### src/rtl/shifter_pkg.sv
// Shared encodings for the iterative shifter: shift modes and FSM states.
package shifter_pkg;

  localparam logic [1:0] SH_LSL = 2'b00;
  localparam logic [1:0] SH_LSR = 2'b01;
  localparam logic [1:0] SH_ASR = 2'b10;
  localparam logic [1:0] SH_ROR = 2'b11;

  typedef enum logic [1:0] {
    ST_IDLE  = 2'b00,
    ST_SHIFT = 2'b01,
    ST_DONE  = 2'b10
  } state_t;

endpackage

### src/rtl/shift_step.sv
// One combinational shift step of up to 2**(KW-1) bits, reporting the last bit shifted out.
module shift_step
  import shifter_pkg::*;
#(
  parameter int WIDTH = 16,
  parameter int KW    = 1
) (
  input  logic [WIDTH-1:0] i_data,
  input  logic [1:0]       i_mode,
  input  logic [KW-1:0]    i_k,
  output logic [WIDTH-1:0] o_data,
  output logic             o_bit
);

  logic signed [WIDTH-1:0] w_sdata;
  logic [WIDTH-1:0]        w_up;
  logic [WIDTH-1:0]        w_dn;
  int                      w_kn;

  assign w_sdata = i_data;
  assign w_kn    = int'(i_k);
  // Shifting by k-1 brings the final outgoing bit to an edge where it can be picked off.
  assign w_up    = i_data << (w_kn - 1);
  assign w_dn    = i_data >> (w_kn - 1);

  always_comb begin
    o_data = i_data;
    o_bit  = 1'b0;
    if (i_k != '0) begin
      case (i_mode)
        SH_LSL: begin
          o_data = i_data << w_kn;
          o_bit  = w_up[WIDTH-1];
        end
        SH_LSR: begin
          o_data = i_data >> w_kn;
          o_bit  = w_dn[0];
        end
        SH_ASR: begin
          o_data = $unsigned(w_sdata >>> w_kn);
          o_bit  = w_dn[0];
        end
        SH_ROR: begin
          o_data = (i_data >> w_kn) | (i_data << (WIDTH - w_kn));
          o_bit  = w_dn[0];
        end
        default: begin
          o_data = i_data;
          o_bit  = 1'b0;
        end
      endcase
    end
  end

endmodule

### src/rtl/iter_shifter.sv
// Multi-cycle shift/rotate unit: shifts STEP bits per cycle behind valid/ready handshakes.
module iter_shifter
  import shifter_pkg::*;
#(
  parameter int WIDTH = 16,
  parameter int STEP  = 1
) (
  input  logic                     clk,
  input  logic                     reset_n,
  input  logic                     in_valid,
  output logic                     in_ready,
  input  logic [WIDTH-1:0]         in_data,
  input  logic [$clog2(WIDTH)-1:0] in_amt,
  input  logic [1:0]               in_mode,
  output logic                     out_valid,
  input  logic                     out_ready,
  output logic [WIDTH-1:0]         out_data,
  output logic                     out_carry
);

  localparam int AW = $clog2(WIDTH);
  localparam int KW = $clog2(STEP) + 1;

  state_t           r_state;
  state_t           w_state_nxt;
  logic [WIDTH-1:0] r_work;
  logic [1:0]       r_mode;
  logic [AW-1:0]    r_rem;
  logic [WIDTH-1:0] r_out_data;
  logic             r_out_carry;

  logic [KW-1:0]    w_k;
  logic [AW-1:0]    w_k_aw;
  logic [WIDTH-1:0] w_next;
  logic             w_bit;
  logic             w_accept;

  // k = min(STEP, remaining) keeps the counter from ever underflowing.
  assign w_k      = (r_rem >= AW'(STEP)) ? KW'(STEP) : r_rem[KW-1:0];
  assign w_k_aw   = AW'(w_k);
  assign w_accept = (r_state == ST_IDLE) && in_valid;

  shift_step #(
    .WIDTH (WIDTH),
    .KW    (KW)
  ) u_step (
    .i_data (r_work),
    .i_mode (r_mode),
    .i_k    (w_k),
    .o_data (w_next),
    .o_bit  (w_bit)
  );

  always_ff @(posedge clk) begin
    if (!reset_n) begin
      r_state <= ST_IDLE;
    end else begin
      r_state <= w_state_nxt;
    end
  end

  always_comb begin
    w_state_nxt = ST_IDLE;
    case (r_state)
      ST_IDLE: begin
        if (!in_valid) begin
          w_state_nxt = ST_IDLE;
        end else if (in_amt == '0) begin
          w_state_nxt = ST_DONE;
        end else begin
          w_state_nxt = ST_SHIFT;
        end
      end
      ST_SHIFT: w_state_nxt = (r_rem == w_k_aw) ? ST_DONE : ST_SHIFT;
      ST_DONE:  w_state_nxt = out_ready ? ST_IDLE : ST_DONE;
      default:  w_state_nxt = ST_IDLE;
    endcase
  end

  always_comb begin
    in_ready  = (r_state == ST_IDLE);
    out_valid = (r_state == ST_DONE);
  end

  // Working registers are separate from the result registers so the visible result
  // holds its last value while the next operation is in flight.
  always_ff @(posedge clk) begin
    if (!reset_n) begin
      r_work      <= '0;
      r_mode      <= SH_LSL;
      r_rem       <= '0;
      r_out_data  <= '0;
      r_out_carry <= 1'b0;
    end else begin
      if (w_accept) begin
        r_work <= in_data;
        r_mode <= in_mode;
        r_rem  <= in_amt;
        if (in_amt == '0) begin
          r_out_data  <= in_data;
          r_out_carry <= 1'b0;
        end
      end else if (r_state == ST_SHIFT) begin
        r_work <= w_next;
        r_rem  <= r_rem - w_k_aw;
        if (r_rem == w_k_aw) begin
          r_out_data  <= w_next;
          r_out_carry <= w_bit;
        end
      end
    end
  end

  assign out_data  = r_out_data;
  assign out_carry = r_out_carry;

endmodule

### config.mk
export PLATFORM = sky130hd
export DESIGN_NAME = iter_shifter
export DESIGN_NICKNAME = d
export VERILOG_FILES = /design/src/rtl/shifter_pkg.sv /design/src/rtl/shift_step.sv /design/src/rtl/iter_shifter.sv
export SDC_FILE = /design/constraint.sdc
export NUM_CORES = 1
export LEC_CHECK = 0
export ABC_CLOCK_PERIOD_IN_PS = 4720
export CAP_MARGIN = 30
export CORE_ASPECT_RATIO = 1.75
export CORE_UTILIZATION = 54
export DETAILED_ROUTE_END_ITERATION = 8
export GPL_TIMING_DRIVEN = 0
export PLACE_DENSITY_LB_ADDON = 0.3
export SYNTH_ARGS = -nofsm -noshare
export SYNTH_HDL_FRONTEND = slang
export SYNTH_SLANG_ARGS = --single-unit
### constraint.sdc
create_clock -name clk -period 4.72 [get_ports clk]
set_input_delay 1.416 -clock clk [delete_from_list [all_inputs] [get_ports clk]]
set_output_delay 1.416 -clock clk [all_outputs]
set_load 0.02 [all_outputs]
# Word-level counts from Yosys, hierarchy flattened
# Cells that the tools add are included.
# classes
bitwise,1
n_eq_ne,7
n_reduce_logical,8
muxes,22
addsub,3
magnitude_cmp,1
n_shift,6
# ops
operator,count
2-to-1 mux 16 bit,7
case mux 16 bit (4 select lines),1
<< shifter 16 x 32 -> 16 bit,2
right shift 16 x 32 -> 1 bit,1
OR 16 bit,1
<< shifter 16 x 1 -> 16 bit,1
right shift 16 x 1 -> 16 bit,1
>>> shifter 16 x 1 -> 16 bit,1
2-to-1 mux 2 bit,4
2-to-1 mux 4 bit,2
"== test 2 bit, second input constant",3
2-to-1 mux 1 bit,6
case mux 2 bit (3 select lines),1
"subtractor 5 x 1 -> 6 bit, first input constant",1
"== test 2 x 1 -> 1 bit, second input constant",2
== test 4 x 1 -> 1 bit,1
">= comparator 4 x 1 -> 1 bit, second input constant",1
logical NOT 2 bit,2
logical NOT 4 bit,1
nonzero test 2 bit,2
subtractor 4 x 1 -> 4 bit,1
AND reduction 3 bit,1
OR reduction 3 bit,1
"inequality test 2 x 1 -> 1 bit, second input constant",1
3 further kinds,3
# totals
regBits,41
inputBits,26
output_inout_bits,19
wordCells,54

# Depth between registers and ports, before layout
# Gate-level depths: netlist (run 1).
# depth
word_depth,10
mapped_depth,7
mapped_depth_nobuf,6

# Hierarchy
# Synthesis (run 1) repeated with hierarchy kept, for this count alone.
# hier_totals
cells_unflattened,245
hier_area_um2,2293.4
# by_module_without_submodules
module,area_per_inst_um2,cells_each,seq_area_each_um2,n_inst
iter_shifter,1928.1,187,820.8,1
shift_step,365.4,58,0.0,1

# Worst setup path after synthesis (run 1)
# No wires, ideal clock.
# synth_timing
kind,input to register
start,in in_amt[0]
end,reg r_out_carry (netlist: out_carry)
t_arrival_ps,2594
path_slack_ps,2053
path_buffers,1
stages,5
setup_ps,73
required_time_ps,4647
cell_sequence,or4_1 > o22ai_4 > buf_6 > nand4_1 > a21oi_1
# synth_between
elab_chain_cells,3
# synth_rtl
element,line_no,rtl
"start, declared",iter_shifter.sv:13,"input logic [$clog2(WIDTH)-1:0] in_amt,"
logical NOT 4 bit,iter_shifter.sv:99,if (in_amt == '0) begin
inequality test 2 x 1 -> 1 bit (no source line),-,
AND reduction 3 bit (no source line),-,
"end signal, assigned",iter_shifter.sv:108,r_out_carry <= w_bit;
"end, declared",iter_shifter.sv:30,logic r_out_carry;
# Every way passes these cells.
# A chain may end at the register's enable or synchronous reset.

# Worst setup path after layout (run 1)
# layout_timing
start,in in_valid
end,reg r_work[9]
# layout_between
elab_chain_cells,2
word_cells_on_any_way,3
cone_classes,mux: 1; reduce/logical: 2
# layout_rtl
element,line_no,rtl
"start, declared",iter_shifter.sv:10,"input logic in_valid,"
logical AND 1 bit (*),iter_shifter.sv:41,assign w_accept = (r_state == ST_IDLE) && in_valid;
2-to-1 mux 16 bit or nonzero test 2 bit (tied branches),-,
"end signal, assigned",iter_shifter.sv:96,r_work <= in_data;
"end signal, assigned",iter_shifter.sv:104,r_work <= w_next;
"end, declared",iter_shifter.sv:26,logic [WIDTH-1:0] r_work;
# Mark *: on every way between the ends. The rest lies on a longest branch, timed or not.

==> results.yml, run 1 <==
worst_hold_path:
  hold_path_end: "out_carry"
  hp-class: "reg -> reg"
  whs_path_depth: 2
  hold_start: "out_carry"
cts:
  cts_sinks: 41
  clockBufferDepth: 2
  worst_skew_pair.late_latency_ps: 300
  cts_hold_buf: 0
  cts_setup_buffers: 0
  htreeDepth: 2
  cts-resized-gates: 0
  clkTransAtPathRegs_ps: 80
  cts_tree: "yes"
  cts_root_buffer: "clkbuf_8"
  cts_made_buffers: 5
route:
  viasPerCell: 5.982
  antenna_left: 0
  totalWireLength_um: 5473
  drt-wirelength-per-cell_um: 16.10
  drc: 0
  dr_total_vias: 2034
  first_pass_iters: 4
  drtIter0Drc: 107
sta:
  rsz0062_at_grt: "no"
  drv_slew: 0
  period_share_pct: 65.55
  max_freq_ghz: 0.3232
  hold_violations: 0
  min_period_ps: 3094
  finalSetupViolCount: 0
  relSlewSlack_pct: 55.21
  worst_pin_slew_ps: 670.4
  clock_skew_ps: 5.774
  finalSetupTns_ps: 0
synthesis:
  synth_area_leader_cell: "dfxtp_1"
  yosysUniqueCellTypes: 40
  syn_nets: 269
  synth_enable_flop_cells: 0
  synth_top_area_share_pct: 39.83
  synth-seq-area-share_pct: 39.83
  synthArstFlopShare_pct: 0
  yosysWarnings: 0
  syn_area_per_cell_um2: 8.515
  synth_area_um2: 2061
  ys_seq_elements: 41
  synthCells: 242
  ys_top_cells_by_area: "dfxtp_1 40%, a31oi_1 8.8%, o21ai_0 7.5%"
  synthTopCellsByCount: "41 x dfxtp_1, 31 x o21ai_0, 29 x a31oi_1"
  synthFlopType: "dfxtp_1"
  synth_most_common_cell: "dfxtp_1"
floorplanning:
  num_io_pins: 45
  die_area_um2: 4077
  coreArea_um2: 3628
  dieHeight_um: 83.72
  num_rows: 29
  start_util_pct: 56.79
  fp.dieW_um: 48.70
cells_and_area:
  drive_gt1_share_pct: 9.184
  nFillCells: 305
  syn2layout_area_growth_pct: 29.08
  antenna_cells: 0
  utilization_pct: 73.31
  final_nets: 320
power:
  p_leak_nw: 1.040
  p_sw_uw: 361.3
  comb_power_share_pct: 34.4
  pwr-share-clk_pct: 24.4
  ir_worst_vdd_v: 0.0003226
  p_sw_share_pct: 34.40
  p_seq_share_pct: 41.2
  p_per_area_nw_per_um2: 394.8
  total_power_mw: 1.050
  internal_power_uw: 688.9
global_routing:
  overflow: 0
  grt_pass1_wl_um: 8859
  grt_pass1_vias: 1949
  grt_max_degree: 13
  grt_use_total_pct: 28.04
  antenna_found_initial: 0
place:
  place_hpwl_um: 3884
  portBuffers: 44
  gp_congestion: 0.8515
worst_setup_path:
  endpoint_kind: "flip-flop"
  r2r-end: "r_work[9]"
  ff2ff_path_depth: 5
  rrSetupSlack_ps: 2760
  path_class: "in -> reg"
  required_ps: 4940
  start_kind: "primary input"
  arrival_ps: 3320
  worstPathMaxFanout: 10
  r2r_start: "r_state[0]"
flow_run:
  max-cap-violations: 0
run_status:
  run_status: "finished clean"
-- through the flow --
stage          std cells  hold slack (ps)  cell area (µm²)  setup slack (ps)
2_1_floorplan        242            473.3             2061              2053
3_3_place_gp         332            466.4             2559              1371
3_5_place_dp         332            471.2             2559              1351
4_1_cts              340            486.6             2660              1644
5_1_grt              340            503.3             2660              1423
6_report             340            481.7             2660              1626
-- cell families after synthesis --
family                     after synthesis  share of synthesized area (%)
buffers and inverters                   24                          6.618
DFF                                     41                          39.83
muxes                                   15                          7.346
AOI/OAI and AO/OA                      108                          32.54
and+or+nand+nor                         53                          13.05
adders and majority gates                1                         0.6071
-- final cells by class --
| type | instances | area (µm²) | share of cell area (%) |
|---|---|---|---|
| tap | 46 | 57.56 | 2.164 |
| timing repair buffer | 44 | 440.4 | 16.56 |
| multi-input combinational | 177 | 1104 | 41.49 |
| sequential | 41 | 820.8 | 30.86 |
| inverter | 4 | 15.01 | 0.5644 |
| clock inverter | 1 | 5.005 | 0.1881 |
| buffer | 20 | 121.4 | 4.563 |
| clock buffer | 7 | 96.34 | 3.622 |
-- worst max-delay path, cell delays in order --
cell	delay, ps
clkdlybuf4s50_1	470
nor3b_1	570
clkbuf_1	500
nand2_1	170
a31oi_1	190
-- worst max-delay path by stage --
stage | to | from | slack, ps | cells after the start
after floorplan | out_carry | in_amt[0] | 2050 | 5
after detailed placement | out_data[5] | in_valid | 1350 | 5
after global placement | out_data[14] | in_valid | 1370 | 5
after CTS | out_data[5] | in_valid | 1640 | 5
final | r_work[9] | in_valid | 1630 | 5
after global routing | r_work[11] | in_valid | 1420 | 5
-- sequential cells by signal, summed over array words and instances, names as in the netlist --
name and count:
out_carry 1, out_data 16, r_rem 4, r_state 2
r_work 16, r_mode 2
-- cell usage in the layout, fill, tap and decap left out, types with 5 or more instances in the layout --
master and count:
clkdlybuf4s50_1 44, o21ai_0 31, buf_6 5, dfxtp_1 41, a21o_1 14, o21ai_1 13, clkbuf_8 7, a21oi_1 8
mux2i_1 14, a31oi_1 29, nand2_1 24, clkbuf_1 8, buf_2 7
-- power by group through the flow --
stage	combinational (mW)	sequential [mW]	clock [mW]
2_1_floorplan	0.225	0.450	0
3_3_place_gp	0.348	0.438	0
5_1_grt	0.393	0.439	0.269
4_1_cts	0.359	0.432	0.256
6_report	0.361	0.433	0.256
3_5_place_dp	0.357	0.439	0
-- layer usage --
| layer | part of all wire (%) | GRT usage, % | wire (µm) |
|---|---|---|---|
| met1 | 41 | 30.90 | 2254 |
| met4 | 2.3 | 16.31 | 125 |
| met2 | 54 | 48.36 | 2945 |
| met3 | 2.7 | 5.829 | 148 |
| met5 | 0 | 0 | 0 |
Power figures use the tool's default switching activity.
==> inputs of run 2 (changes only) <==
--- a/config.mk
+++ b/config.mk
@@ -5,10 +5,10 @@
 export SDC_FILE = /design/constraint.sdc
 export NUM_CORES = 1
 export LEC_CHECK = 0
-export ABC_CLOCK_PERIOD_IN_PS = 4720
+export ABC_CLOCK_PERIOD_IN_PS = 2700
 export CAP_MARGIN = 30
 export CORE_ASPECT_RATIO = 1.75
-export CORE_UTILIZATION = 54
+export CORE_UTILIZATION = 45
 export DETAILED_ROUTE_END_ITERATION = 8
 export GPL_TIMING_DRIVEN = 0
 export PLACE_DENSITY_LB_ADDON = 0.3
==> constraint.sdc (replaced) <==
create_clock -name clk -period 2.7 [get_ports clk]
set_input_delay 0.81 -clock clk [delete_from_list [all_inputs] [get_ports clk]]
set_output_delay 0.81 -clock clk [all_outputs]
set_load 0.02 [all_outputs]
==> results.yml, run 2 (synthesis results as in run 1) <==
run_status:
  run_status: "finished clean"
global_routing:
  overflow: 0
  grt_pass1_wl_um: 8763
  grt_pass1_vias: 1926
  grt_use_total_pct: 24.11
  grt_max_degree: 12
  antenna_found_initial: 0
place:
  post_dp_cell_area_um2: 2565
  place_hpwl_um: 3916
  gp_congestion: 0.8104
  portBuffers: 44
sta:
  clock_skew_ps: 1.864
  max_freq_ghz: 0.4189
  hold_violations: 0
  rsz0062_at_grt: "no"
  worst_pin_slew_ps: 549.3
  period_share_pct: 88.42
  relSlewSlack_pct: 63.04
  finalSetupTns_ps: 0
  min_period_ps: 2387
  drv_slew: 0
  finalSetupViolCount: 0
  holdWs_ps: 483.4
cts:
  cts_root_buffer: "clkbuf_8"
  cts_hold_buf: 0
  clockBufferDepth: 2
  htreeDepth: 2
  cts_setup_buffers: 0
  cts_tree: "yes"
  cts_sinks: 41
  cts-resized-gates: 0
  worst_skew_pair.late_latency_ps: 290
  clkTransAtPathRegs_ps: 70
  cts_made_buffers: 5
cells_and_area:
  final_area_um2: 2650
  final_nets: 320
  antenna_cells: 0
  drive_gt1_share_pct: 8.503
  syn2layout_area_growth_pct: 28.60
  mostFrequentLayoutCell: "clkdlybuf4s50_1"
  final_cell_mix: "44 x clkdlybuf4s50_1, 41 x dfxtp_1, 31 x o21ai_0"
  nFillCells: 432
worst_setup_path:
  arrival_ps: 2560
  path_buf_inv: 2
  required_ps: 2870
  cpMaxStageDelayCell: "or4_1"
  cpPeakStageDelay_ps: 640
  path_class: "in -> reg"
  endpoint_kind: "flip-flop"
  worstPathMaxFanout: 10
  start_kind: "primary input"
  cp_top_family: "buffers and inverters"
  crit_chain: "clkdlybuf4s50_1, or4_1, o22ai_4, buf_2, a31oi_1"
route:
  dr_total_vias: 2021
  antenna_left: 0
  viasPerCell: 5.858
  drtIter0Drc: 74
  drt-wirelength-per-cell_um: 15.59
  totalWireLength_um: 5380
  drc: 0
  first_pass_iters: 5
worst_hold_path:
  hp-class: "reg -> reg"
floorplanning:
  die_area_um2: 4865
  num_io_pins: 45
  coreArea_um2: 4404
  num_rows: 32
  dieHeight_um: 91.52
  start_util_pct: 46.79
  fp.dieW_um: 53.16
flow_run:
  max-cap-violations: 0
power:
  total_power_mw: 1.769
  p_leak_nw: 1.028
  ir_worst_vdd_v: 0.0004686
  p_per_area_nw_per_um2: 667.6
## run 2: layout make-up
| type | count | area, µm² | area share, % |
|---|---|---|---|
| tap | 51 | 63.81 | 2.408 |
| buffer | 20 | 121.4 | 4.580 |
| clock buffer | 8 | 80.08 | 3.022 |
| multi-input combinational | 177 | 1109 | 41.83 |
| timing repair buffer | 44 | 440.4 | 16.62 |
| sequential | 41 | 820.8 | 30.97 |
| inverter | 4 | 15.01 | 0.5666 |
## run 2: power by group
part / switching [mW] / internal, mW / leakage [nW]
Sequential: 0.0697 / 0.687 / 0.337
Combinational: 0.339 / 0.286 / 0.651
Clock: 0.202 / 0.184 / 0.0395
Total: 0.611 / 1.16 / 1.03
## run 2: metal layers
metal	GRT usage [%]	wire length, µm	up-vias
met5	0	0	-
met1	27.86	2241	963
li1	-	-	1009
met4	9.430	87	0
met2	42.19	2905	40
met3	3.685	145	9
## run 2: tightest hold or removal path: stages, from the launching register on
cell	delay (ps)
dfxtp_1	310
o221ai_1	60
a21oi_1	60
## run 2: per-stage QoR
step           utilization [%]  setup slack (ps)  instances
2_1_floorplan                -             639.0        242
3_3_place_gp             58.24            -103.8        337
3_5_place_dp             58.24            -113.0        337
4_1_cts                  60.06             162.5        345
5_1_grt                  60.17             186.0        345
6_report                 60.17             312.6        345
## run 2: path summary, 6_finish.rpt
| check | start | end | slack (ps) | depth (start not counted) |
|---|---|---|---|---|
| min | out_carry | out_carry | 480 | 2 |
| min reg2reg | out_carry | out_carry | 480 | 2 |
| max | in_amt[0] | out_data[10] | 310 | 5 |
| max reg2reg | r_state[0] | r_work[5] | 880 | 6 |
==> inputs of run 3 (changes only) <==
--- a/config.mk
+++ b/config.mk
@@ -7,8 +7,10 @@
 export LEC_CHECK = 0
 export ABC_CLOCK_PERIOD_IN_PS = 2700
 export CAP_MARGIN = 30
+export CELL_PAD_IN_SITES_DETAIL_PLACEMENT = 1
+export CELL_PAD_IN_SITES_GLOBAL_PLACEMENT = 1
 export CORE_ASPECT_RATIO = 1.75
-export CORE_UTILIZATION = 45
+export CORE_UTILIZATION = 33
 export DETAILED_ROUTE_END_ITERATION = 8
 export GPL_TIMING_DRIVEN = 0
 export PLACE_DENSITY_LB_ADDON = 0.3
==> results.yml, run 3 (synthesis results as in run 1) <==
worst_setup_path:
  cpMaxStageDelayCell: "clkdlybuf4s50_1"
  cp_top_family: "buffers and inverters"
  arrival_ps: 2570
  crit_chain: "clkdlybuf4s50_1, or3b_1, buf_2, nand2_2, clkbuf_1, a31oi_1"
  path_class: "in -> reg"
  required_ps: 2850
  worstPathMaxFanout: 10
  cpPeakStageDelay_ps: 480
  start_kind: "primary input"
  path_buf_inv: 3
  endpoint_kind: "flip-flop"
global_routing:
  grt_max_degree: 13
  overflow: 0
  antenna_found_initial: 0
  grt_pass1_vias: 2176
  grt_use_total_pct: 20.62
  grt_pass1_wl_um: 10150
floorplanning:
  coreArea_um2: 5972
  num_rows: 37
  start_util_pct: 34.51
  num_io_pins: 45
  fp.dieW_um: 61.74
  die_area_um2: 6577
  dieHeight_um: 106.5
sta:
  min_period_ps: 2418
  finalSetupViolCount: 0
  worst_pin_slew_ps: 552.1
  max_freq_ghz: 0.4136
  rsz0062_at_grt: "no"
  drv_slew: 0
  hold_violations: 0
  period_share_pct: 89.56
  clock_skew_ps: 3.107
  relSlewSlack_pct: 63.19
cells_and_area:
  drive_gt1_share_pct: 9.184
  syn2layout_area_growth_pct: 30.36
  utilization_pct: 44.98
  final_nets: 320
  final_area_um2: 2686
  mostFrequentLayoutCell: "clkdlybuf4s50_1"
  final_cell_mix: "44 x clkdlybuf4s50_1, 41 x dfxtp_1, 31 x o21ai_0"
  antenna_cells: 0
cts:
  cts_sinks: 41
  worst_skew_pair.late_latency_ps: 290
  htreeDepth: 2
  cts_made_buffers: 5
  clkTransAtPathRegs_ps: 80
  clockBufferDepth: 2
  cts_root_buffer: "clkbuf_8"
  cts_hold_buf: 0
  cts_tree: "yes"
place:
  gp_congestion: 0.8209
  post_dp_cell_area_um2: 2599
  portBuffers: 44
  place_hpwl_um: 4579
route:
  wl_met1_um: 2365
  drc: 0
  viasPerCell: 5.535
  first_pass_iters: 4
  dr.max_layer_used: "met4"
  totalWireLength_um: 6155
  drt-wirelength-per-cell_um: 16.55
  drtIter0Drc: 65
  routed-wl-met2_um: 3443
  dr_total_vias: 2059
  antenna_left: 0
  wl_met3_um: 176
power:
  p_per_area_nw_per_um2: 669.5
  ir_worst_vdd_v: 0.0002368
  p_leak_nw: 1.033
  total_power_mw: 1.798
run_status:
  run_status: "finished clean"
worst_hold_path:
  hp-class: "reg -> reg"
flow_run:
  max-cap-violations: 0
run 3: timing repair:
item,CTS,global route
buffers inserted,0,0
gates resized for setup,0,1
endpoints found under the setup margin,0,20
run 3: worst register-to-register path, cell delays in order, from the launching register on:
cell and delay [ps]:
dfxtp_1 300, buf_2 160, or3b_1 370, buf_2 200, nand2_2 100, clkbuf_1 450, a31oi_1 170
run 3: where the power goes:
group	internal (mW)	switching, mW
clock	0.180	0.224
combinational	0.287	0.350
sequential	0.687	0.0708
total	1.15	0.645
run 3: per-stage QoR:
stage	std cells	hold WS (ps)	setup slack, ps	TNS, ps
5_1_grt	372	525.1	171.9	0
3_3_place_gp	364	475.9	-208.7	-5565
6_report	372	496.9	282.0	0
2_1_floorplan	242	473.3	639.0	0
4_1_cts	372	495.6	56.75	0
3_5_place_dp	364	480.0	-221.3	-5924
run 3: cell type report:
type / count / area, µm²
plain buffers: 20 / 121.4
flip-flops and latches: 41 / 820.8
clock buffers: 6 / 72.57
fillers: 732 / 3286
multi-input cells: 177 / 1109
repair buffers: 44 / 440.4
clock inverters: 2 / 10.01
well taps: 78 / 97.59
inverters: 4 / 15.01
run 3: path summary, 6_finish.rpt:
check                                 start     endpoint  slack (ps)  depth (start not counted)
worst max-delay path               in_valid    r_work[5]         280                          6
worst min-delay path            out_data[0]  out_data[0]         500                          2
worst max register to register   r_state[0]    r_work[5]         810                          6
worst min register to register  out_data[0]  out_data[0]         500                          2
run 3: per-layer routing:
metal  up-vias  GRT usage [%]
met4         0          8.889
li1       1006              -
met2        41          37.17
met1       997          21.92
met3        15          3.893
met5         -              0
